<file path="src/rtl/spi_sfr_pkg.sv">
// Shared types and constants for the SPI-to-SFR responder.
package spi_sfr_pkg;

  typedef enum logic [1:0] {
    StIdle,
    StCmd,
    StData,
    StHold
  } state_e;

  localparam int unsigned CMD_W_BIT   = 7;
  localparam int unsigned CMD_RSV_MSB = 6;
  localparam int unsigned CMD_RSV_LSB = 3;
  localparam int unsigned FRAME_BITS  = 16;
  localparam int unsigned CMD_BITS    = FRAME_BITS / 2;

  // Ones in the reserved command field.
  localparam logic [7:0] CMD_RSV_MASK =
      8'((8'hFF << CMD_RSV_LSB) & (8'hFF >> (7 - CMD_RSV_MSB)));

  // A command is legal only when every reserved bit is zero.
  function automatic logic cmd_rsv_ok(logic [7:0] cmd);
    return (cmd & CMD_RSV_MASK) == 8'h00;
  endfunction

endpackage

</file>
<file path="src/rtl/spi_pin_sync.sv">
// Multi-flop synchronizer for an asynchronous pad plus rise/fall detection.
module spi_pin_sync #(
  parameter int unsigned SyncStages = 2
) (
  input  logic clk_i,
  input  logic rst_i,
  input  logic d_i,
  output logic q_o,
  output logic rise_o,
  output logic fall_o
);

  logic [SyncStages-1:0] sync_q, sync_d;
  logic                  prev_q, prev_d;

  // Next-state of the synchronizer chain and the edge-history flop.
  always_comb begin
    sync_d = {sync_q[SyncStages-2:0], d_i};
    prev_d = sync_q[SyncStages-1];
  end

  // Chain is deliberately unreset so it keeps tracking the pin through a reset;
  // a reset in mid-frame then cannot manufacture a fake edge once it releases.
  always_ff @(posedge clk_i) begin
    sync_q <= sync_d;
  end

  // Edge-history flop; cleared to 0 so no falling edge can appear out of reset.
  always_ff @(posedge clk_i) begin
    if (rst_i) begin
      prev_q <= 1'b0;
    end else begin
      prev_q <= prev_d;
    end
  end

  assign q_o    = sync_q[SyncStages-1];
  assign rise_o = q_o & ~prev_q;
  assign fall_o = ~q_o & prev_q;

endmodule

</file>
<file path="src/rtl/spi_sfr_slave.sv">
// SPI mode-0 responder giving an external master read/write access to the SFRs.
module spi_sfr_slave
  import spi_sfr_pkg::*;
#(
  parameter int unsigned SYNC_STAGES = 2
) (
  input  logic       clk,
  input  logic       rst,
  input  logic       scki,
  input  logic       ssn,
  input  logic       mosii,
  input  logic [7:0] sfrdatao,
  output logic       misoo,
  output logic       miso_oe,
  output logic       sfrwe,
  output logic [2:0] sfraddr_w,
  output logic [7:0] spidata_i,
  output logic [2:0] sfraddr_r,
  output logic       frame_done,
  output logic       frame_err
);

  localparam logic [3:0] LastCmdBit   = 4'(CMD_BITS - 1);
  localparam logic [3:0] CmdDoneCnt   = 4'(CMD_BITS);
  localparam logic [3:0] LastFrameBit = 4'(FRAME_BITS - 1);

  logic unused_sck_lvl;
  logic sck_rise, sck_fall;
  logic ssn_sync, ssn_rise, ssn_fall;

  spi_pin_sync #(
    .SyncStages(SYNC_STAGES)
  ) u_sck_sync (
    .clk_i (clk),
    .rst_i (rst),
    .d_i   (scki),
    .q_o   (unused_sck_lvl),
    .rise_o(sck_rise),
    .fall_o(sck_fall)
  );

  spi_pin_sync #(
    .SyncStages(SYNC_STAGES)
  ) u_ssn_sync (
    .clk_i (clk),
    .rst_i (rst),
    .d_i   (ssn),
    .q_o   (ssn_sync),
    .rise_o(ssn_rise),
    .fall_o(ssn_fall)
  );

  // mosi needs only the synchronizer; its depth matches sck so data and clock line up.
  logic [SYNC_STAGES-1:0] mosi_sync_q, mosi_sync_d;
  logic                   mosi_sync;

  // Next-state of the mosi synchronizer chain.
  always_comb begin
    mosi_sync_d = {mosi_sync_q[SYNC_STAGES-2:0], mosii};
  end

  // Unreset mosi synchronizer chain.
  always_ff @(posedge clk) begin
    mosi_sync_q <= mosi_sync_d;
  end

  assign mosi_sync = mosi_sync_q[SYNC_STAGES-1];

  state_e     state_q, state_d;
  logic [3:0] cnt_q, cnt_d;
  logic [7:0] rx_q, rx_d;
  logic [7:0] tx_q, tx_d;
  logic       wr_q, wr_d;
  logic       misoo_q, misoo_d;
  logic       oe_en_q, oe_en_d;
  logic       sfrwe_q, sfrwe_d;
  logic [2:0] sfraddr_w_q, sfraddr_w_d;
  logic [7:0] spidata_q, spidata_d;
  logic [2:0] sfraddr_r_q, sfraddr_r_d;
  logic       frame_done_q, frame_done_d;
  logic       frame_err_q, frame_err_d;
  logic [7:0] rx_next;

  assign rx_next = {rx_q[6:0], mosi_sync};

  // Frame FSM: next state, shift registers and registered SFR-side strobes.
  always_comb begin
    state_d      = state_q;
    cnt_d        = cnt_q;
    rx_d         = rx_q;
    tx_d         = tx_q;
    wr_d         = wr_q;
    misoo_d      = misoo_q;
    oe_en_d      = 1'b1;
    sfrwe_d      = 1'b0;
    sfraddr_w_d  = sfraddr_w_q;
    spidata_d    = spidata_q;
    sfraddr_r_d  = sfraddr_r_q;
    frame_done_d = 1'b0;
    frame_err_d  = 1'b0;

    case (state_q)
      StIdle: begin
        misoo_d = 1'b0;
        if (ssn_fall) begin
          state_d = StCmd;
          cnt_d   = 4'd0;
          rx_d    = 8'h00;
          tx_d    = 8'h00;
        end
      end

      StCmd: begin
        if (ssn_rise) begin
          frame_err_d = 1'b1;
          misoo_d     = 1'b0;
          state_d     = StIdle;
        end else if (cnt_q == CmdDoneCnt) begin
          // sfraddr_r settled last cycle, so sfrdatao is now the addressed register.
          tx_d    = wr_q ? 8'h00 : sfrdatao;
          state_d = StData;
        end else if (sck_rise) begin
          rx_d  = rx_next;
          cnt_d = cnt_q + 4'd1;
          if (cnt_q == LastCmdBit) begin
            if (!cmd_rsv_ok(rx_next)) begin
              frame_err_d = 1'b1;
              misoo_d     = 1'b0;
              state_d     = StHold;
            end else begin
              sfraddr_r_d = rx_next[2:0];
              wr_d        = rx_next[CMD_W_BIT];
            end
          end
        end
      end

      StData: begin
        // Last rise wins over a coincident ssn rise: the frame is complete.
        if (sck_rise && cnt_q == LastFrameBit) begin
          if (wr_q) begin
            sfrwe_d     = 1'b1;
            sfraddr_w_d = sfraddr_r_q;
            spidata_d   = rx_next;
          end
          frame_done_d = 1'b1;
          misoo_d      = 1'b0;
          state_d      = StHold;
        end else if (ssn_rise) begin
          frame_err_d = 1'b1;
          misoo_d     = 1'b0;
          state_d     = StIdle;
        end else begin
          if (sck_fall) begin
            misoo_d = tx_q[7];
            tx_d    = {tx_q[6:0], 1'b0};
          end
          if (sck_rise) begin
            rx_d  = rx_next;
            cnt_d = cnt_q + 4'd1;
          end
        end
      end

      StHold: begin
        misoo_d = 1'b0;
        if (ssn_rise) begin
          state_d = StIdle;
        end
      end

      default: begin
        misoo_d = 1'b0;
        state_d = StIdle;
      end
    endcase
  end

  // State and datapath registers with synchronous reset.
  always_ff @(posedge clk) begin
    if (rst) begin
      state_q      <= StIdle;
      cnt_q        <= 4'd0;
      rx_q         <= 8'h00;
      tx_q         <= 8'h00;
      wr_q         <= 1'b0;
      misoo_q      <= 1'b0;
      oe_en_q      <= 1'b0;
      sfrwe_q      <= 1'b0;
      sfraddr_w_q  <= 3'd0;
      spidata_q    <= 8'h00;
      sfraddr_r_q  <= 3'd0;
      frame_done_q <= 1'b0;
      frame_err_q  <= 1'b0;
    end else begin
      state_q      <= state_d;
      cnt_q        <= cnt_d;
      rx_q         <= rx_d;
      tx_q         <= tx_d;
      wr_q         <= wr_d;
      misoo_q      <= misoo_d;
      oe_en_q      <= oe_en_d;
      sfrwe_q      <= sfrwe_d;
      sfraddr_w_q  <= sfraddr_w_d;
      spidata_q    <= spidata_d;
      sfraddr_r_q  <= sfraddr_r_d;
      frame_done_q <= frame_done_d;
      frame_err_q  <= frame_err_d;
    end
  end

  // ssn synchronizer is unreset, so oe_en_q keeps the pad off during reset.
  assign miso_oe    = ~ssn_sync & oe_en_q;
  assign misoo      = misoo_q;
  assign sfrwe      = sfrwe_q;
  assign sfraddr_w  = sfraddr_w_q;
  assign spidata_i  = spidata_q;
  assign sfraddr_r  = sfraddr_r_q;
  assign frame_done = frame_done_q;
  assign frame_err  = frame_err_q;

endmodule

</file>
<file path="config.mk">
export PLATFORM = sky130hd
export DESIGN_NAME = spi_sfr_slave
export DESIGN_NICKNAME = d
export VERILOG_FILES = /design/src/rtl/spi_sfr_pkg.sv /design/src/rtl/spi_pin_sync.sv /design/src/rtl/spi_sfr_slave.sv
export SDC_FILE = /design/constraint.sdc
export NUM_CORES = 1
export LEC_CHECK = 0
export BUFFER_PORTS_ARGS = -buffer_cell sky130_fd_sc_hd__buf_2
export CORE_ASPECT_RATIO = 0.5
export CORE_MARGIN = 8
export CORE_UTILIZATION = 35
export DETAILED_ROUTE_END_ITERATION = 10
export MAX_ROUTING_LAYER = met4
export PLACE_DENSITY = 0.67
export SLEW_MARGIN = 30
export SYNTH_ARGS = -nofsm -noshare
export SYNTH_HDL_FRONTEND = slang
export SYNTH_SLANG_ARGS = --single-unit
</file>
<file path="constraint.sdc">
create_clock -name clk -period 2.1 [get_ports clk]
set_clock_uncertainty 0.1 [all_clocks]
set_input_delay 0.42 -clock clk [delete_from_list [all_inputs] [get_ports clk]]
set_output_delay 0.42 -clock clk [all_outputs]
set_load 0.02 [all_outputs]
</file>
Word-level counts from Yosys, hierarchy flattened
Index checks and enable logic that the tools add are counted.
W data, S select, Z words.
{"block": "word_totals", "reg_bits": 50, "latchBits": 0, "ramBits": 0, "mem_bits_ro": 0, "elab_cells": 116, "memories": 0}
{"block": "classes", "n_addsub": 1, "multipliers": 0, "div": 0, "magnitude_cmp": 0, "eq_ne": 21, "shifts": 0, "muxes": 50, "bitwise": 13, "n_reduce_logical": 13}
{"op": "$mux W8", "count": 12}
{"op": "$pmux W8 S3", "count": 2}
{"op": "$mux W4", "count": 6}
{"op": "$mux W1", "count": 18}
{"op": "$mux W2", "count": 8}
{"op": "$ne A4 B4 Y1 const B", "count": 4}
{"op": "$ne A2 B2 Y1 const B", "count": 7}
{"op": "$ne A3 B3 Y1 const B", "count": 4}
{"op": "$pmux W4 S3", "count": 1}
{"op": "$reduce_and A6 Y1", "count": 2}
{"op": "$eq A4 B4 Y1 const B", "count": 2}
{"op": "$logic_not A8 Y1", "count": 1}
{"op": "$not A1 Y1", "count": 8}
{"op": "$pmux W2 S4", "count": 1}
{"op": "$reduce_and A7 Y1", "count": 1}
{"op": "$and A1 B1 Y1", "count": 5}
{"op": "$reduce_and A5 Y1", "count": 1}
{"op": "$add A4 B1 Y4 const B", "count": 1}
{"op": "$eq A2 B2 Y1 const B", "count": 2}
{"op": "$eq A4 B3 Y1 const B", "count": 1}
{"op": "$reduce_and A4 Y1", "count": 1}
{"op": "$reduce_or A2 Y1", "count": 2}
{"op": "$pmux W1 S3", "count": 1}
{"op": "$reduce_and A3 Y1", "count": 1}
{"op": "6 further kinds", "count": 6}

Longest topological paths before layout
{"block": "depth", "depth_word": 7, "mapped_depth": 8}

By module
From an unflattened synthesis, not the netlist that was laid out.
{"block": "unflattened", "cells_unflattened": 226, "area_unflattened_um2": 2137.0}
{"mod": "spi_sfr_slave", "instances": 1, "cells_each": 214, "area_per_inst_um2": 1979.4, "seq_area_each_um2": 860.8}
{"mod": "spi_pin_sync", "instances": 2, "cells_each": 6, "area_per_inst_um2": 78.8, "seq_area_each_um2": 60.1}

Worst setup path after synthesis
No wires, ideal clock.
{"block": "synth_path", "kind": "register to register", "start": "reg state_q[0]", "end": "reg tx_q[0]", "setup_time_ns": 0.070, "arrival_time_ns": 1.830, "setup_slack_ns": 0.100, "stages_incl_launch_ff": 9, "path_buffers": 1, "period_less_slack_ns": 2.000, "cell_sequence": "dfxtp_1 inv_1 ha_1 or2_2 a221oi_4 and4_1 buf_4 nand4_1 a21oi_1"}
{"block": "synth_via", "elab_chain_cells": 3, "elab_cells_between_ends": 12}
{"item": "start: declaration", "line": "spi_sfr_slave.sv:69", "text": "state_e state_q, state_d;"}
{"item": "start signal: assignment", "line": "spi_sfr_slave.sv:182", "text": "state_q <= StIdle;"}
{"item": "start signal: assignment", "line": "spi_sfr_slave.sv:196", "text": "state_q <= state_d;"}
{"item": "$eq A2 B1 Y1, or another cell as far along", "line": "spi_sfr_slave.sv:102", "text": "case (state_q)"}
{"item": "$ne A2 B2 Y1 (no source line) / $reduce_bool A3 Y1 (equally long branches)"}
{"item": "$reduce_and A7 Y1 (no source line)"}
{"item": "end signal: assignment", "line": "spi_sfr_slave.sv:199", "text": "tx_q <= tx_d;"}
{"item": "end: declaration", "line": "spi_sfr_slave.sv:72", "text": "logic [7:0] tx_q, tx_d;"}
Several ways; a longest one is shown, not always the timed one.
A chain may end at the register's enable or synchronous reset.

Worst setup path after layout
{"block": "layout_path", "start": "reg state_q[1]", "end": "reg cnt_q[2]"}
{"block": "layout_via", "elab_chain_cells": 3, "elab_cells_between_ends": 11}
{"item": "$eq A2 B2 Y1, or another cell as far along", "line": "spi_sfr_slave.sv:102"}
{"item": "$ne A2 B2 Y1 (no source line) / $reduce_bool A3 Y1 (equally long branches)"}
{"item": "$reduce_and A6 Y1 (no source line)"}
{"item": "end signal: assignment", "line": "spi_sfr_slave.sv:197", "text": "cnt_q <= cnt_d;"}
{"item": "end: declaration", "line": "spi_sfr_slave.sv:70", "text": "logic [3:0] cnt_q, cnt_d;"}
Several ways; a longest one is shown, not always the timed one.

==> impl_metrics.tcl <==
set metrics [dict create \
    synth_edf_count 0 \
    ys_seq_elements 49 \
    drt_iter0_markers 123 \
    start_kind "register" \
    ys_seq_area_frac 0.463 \
    ctsHoldBuffers 0 \
    critPathMaxFanout 11 \
    totalWireLength_um 4910 \
    grt_overflow 0 \
    power_leakage_nw 1.06 \
    synthCells 240 \
    multi_input_area_um2 1060 \
    synthTopCellsByCount "49 x dfxtp_1, 29 x nand2_1, 28 x a21oi_1" \
    ff2ff_setup_slack_ps 70 \
    fin_crit_sh 0.966 \
    dominantRegCellSynth "dfxtp_1" \
    grt_max_degree 30 \
    place_inst 341 \
    status "finished clean" \
    h-tree-depth 2 \
    max_cap_viol_count 0 \
    clk-insertion-delay-late_ps 290 \
    cts_made_buffers 5 \
    grt_pass1_wl_um 7700 \
    slew_headroom 0.623 \
    finalSetupViolCount 0 \
    initial_utilization 0.356 \
    io_pins 32 \
    crit_type "reg -> reg" \
    num_rows 20 \
    synth_area_leaders "dfxtp_1 46%, a21oi_1 6.6%, nand3_1 6.4%" \
    drt-pass1-iter-count 4 \
    syn_area_um2 2120 \
    finalMaxSlewViolations 0 \
    die_area_um2 8950 \
    cts_buffer_depth 2 \
    r2r_start "state_q[1]$_SDFFE_PP0P_" \
    cp-endpoint "cnt_q[2]$_SDFFE_PP0P_" \
    hpwl_um 3410 \
    yosysUniqueCellTypes 40 \
    drive_gt1_frac 0.233 \
    clock-sinks 49 \
    portBuffers 31 \
    synth_top_area_frac 0.463 \
    fillers 579 \
    core-area_um2 5960 \
    cp_cell_sequence "inv_1 > ha_1 > or2_4 > a221oi_4 > and3_4 > buf_12 > nand4b_1 > a21oi_1" \
    cp.depth 8 \
    worstHoldPathType "in -> reg" \
    yosysTopAreaCell "dfxtp_1" \
    die_h_um 71.0 \
    die_x_um 126 \
    cpPeakStageDelay_ps 380 \
    cp_top_family "simple AND/OR/NAND/NOR gates" \
    cp-end-kind "register" \
    cts_tree "yes" \
    via_count 1825 \
    syn_to_final_growth_pct 22.6 \
    cts_root_buf "clkbuf_16" \
    startpoint "state_q[1]$_SDFFE_PP0P_" \
    clk_pin_slew_ps 60 \
    fin_setup_tns_ps 0 \
    first_global_vias 1618 \
    slowest_stage "dfxtp_4" \
    syn_nets 261 \
    grt_util_all_layers 0.108 \
    finalCriticalPeriod_ps 2030 \
    viasPerCell 5.18 \
    synthArstFlopShare 0 \
    power_density_nw_per_um2 1030 \
    critPathArrivalTime_ps 2140 \
    antenna_found_initial 0 \
    worst-slew-pin-transition_ps 565 \
    hold_violations 0 \
    yosysMostFrequentCell "dfxtp_1" \
    ir_drop_mv 0.340 \
    syn_avg_cell_area_um2 8.83 \
    clock.fmax_mhz 493 \
    seq_area_um2 988 \
    yosysWarnings 0 \
    antenna_left 0 \
    r2r-end "cnt_q[2]$_SDFFE_PP0P_" \
    timing.critical_path.buf_inv 2 \
    drc_errors 0 \
    rr_worst_depth 8 \
    wl_per_cell_um 13.9 \
    finalNonFillerCells 352 \
    layout.nets 295 \
    diodes 0 \
    required_ps 2210 \
    gp_congestion 0.780 \
]
where the power goes:
group,switching (mW),internal (mW)
logic,0.434,0.330
registers,0.0301,0.964
clock network,0.345,0.563
total,0.809,1.86
routing by layer:
metal	up-vias	GRT usage	part of all wire
met5	-	-	0
met1	866	0.138	0.49
li1	908	-	-
met3	4	0.0315	0.048
met2	47	0.163	0.45
met4	0	0.0317	0.0098
stage by stage:
| step | utilization | area (um^2) | setup WS (ps) | hold WS [ps] | power (mW) |
|---|---|---|---|---|---|
| floorplan | - | 2120 | 99.7 | 210 | 1.48 |
| global placement | 0.397 | 2370 | 14.8 | 211 | 1.66 |
| detailed placement | 0.397 | 2370 | -82.7 | 212 | 1.68 |
| CTS | 0.428 | 2550 | 14.3 | 128 | 2.61 |
| global route | 0.436 | 2600 | -10.1 | 123 | 2.80 |
| finish | 0.436 | 2600 | 70.8 | 131 | 2.67 |
area by class of cell:
class	instances	share of cell area
Clock buffer	5	0.0482
Clock inverter	3	0.0178
Inverter	6	0.00867
Multi-Input combinational cell	169	0.408
Sequential cell	49	0.381
Tap cell	77	0.0371
Timing Repair Buffer	43	0.0992
worst register-to-register path: cells and delay by family (launching register included):
family,cells,cell delay [ps]
simple gates,3,630
flops,1,380
compound gates,2,470
buf+inv,2,180
fa+ha+maj,1,210
worst min path at each step:
stage / start / endpoint / slack, ps / depth (start not counted)
global route: scki / u_sck_sync.sync_q[0]$_DFF_P_ / 120 / 1
finish: mosii / mosi_sync_q[0]$_DFF_P_ / 130 / 1
detailed placement: mosi_sync_q[0]$_DFF_P_ / mosi_sync_q[1]$_DFF_P_ / 210 / 0
CTS: mosii / mosi_sync_q[0]$_DFF_P_ / 130 / 1
floorplan: mosi_sync_q[0]$_DFF_P_ / mosi_sync_q[1]$_DFF_P_ / 210 / 0
global placement: mosi_sync_q[0]$_DFF_P_ / mosi_sync_q[1]$_DFF_P_ / 210 / 0
repair_timing:
| action | in CTS | in global routing |
|---|---|---|
| buffers inserted | 0 | 3 |
| pin swaps | 0 | 6 |
| endpoints found under the hold margin | 0 | 0 |
| gates resized for setup | 5 | 9 |
| setup endpoints to repair | 23 | 25 |
registers in the layout, summed over array words and instances (netlist names), 2 cells and up:
| register | flops |
|---|---|
| spidata_i | 8 |
| tx_q | 8 |
| rx_q | 7 |
| cnt_q | 4 |
| sfraddr_r | 3 |
| sfraddr_w | 3 |
| mosi_sync_q | 2 |
| state_q | 2 |
| u_sck_sync.sync_q | 2 |
| u_ssn_sync.sync_q | 2 |
cells in the final DEF, fill, tap and decap left out, types with 2 or more instances in the layout:
cell type	netlist	final
dfxtp_1	49	47
buf_2	3	31
nand2_1	29	28
a21oi_1	28	28
nand3_1	27	26
nor2_1	16	16
buf_4	3	11
mux2i_1	9	9
a22o_1	7	7
ha_1	8	6
inv_1	6	5
nor2b_1	5	5
clkbuf_16	0	5
nor3_1	4	4
nand2b_1	3	3
o21ai_0	3	3
and3_1	3	2
nand4b_1	2	2
nor4_1	2	2
a31oi_1	2	2
and2_1	2	2
nand4_1	2	2
ha_2	0	2
dfxtp_4	0	2
cells by family (layout without fill, tap and decap cells):
logic type / Yosys count / count (layout) / share of synthesized area
flops: 49 / 49 / 0.463
fa+ha+maj: 8 / 8 / 0.0473
buf+inv: 22 / 57 / 0.0496
simple gates: 104 / 104 / 0.251
compound gates: 48 / 48 / 0.146
mux: 9 / 9 / 0.0425
(Power assumes the default switching activity.)
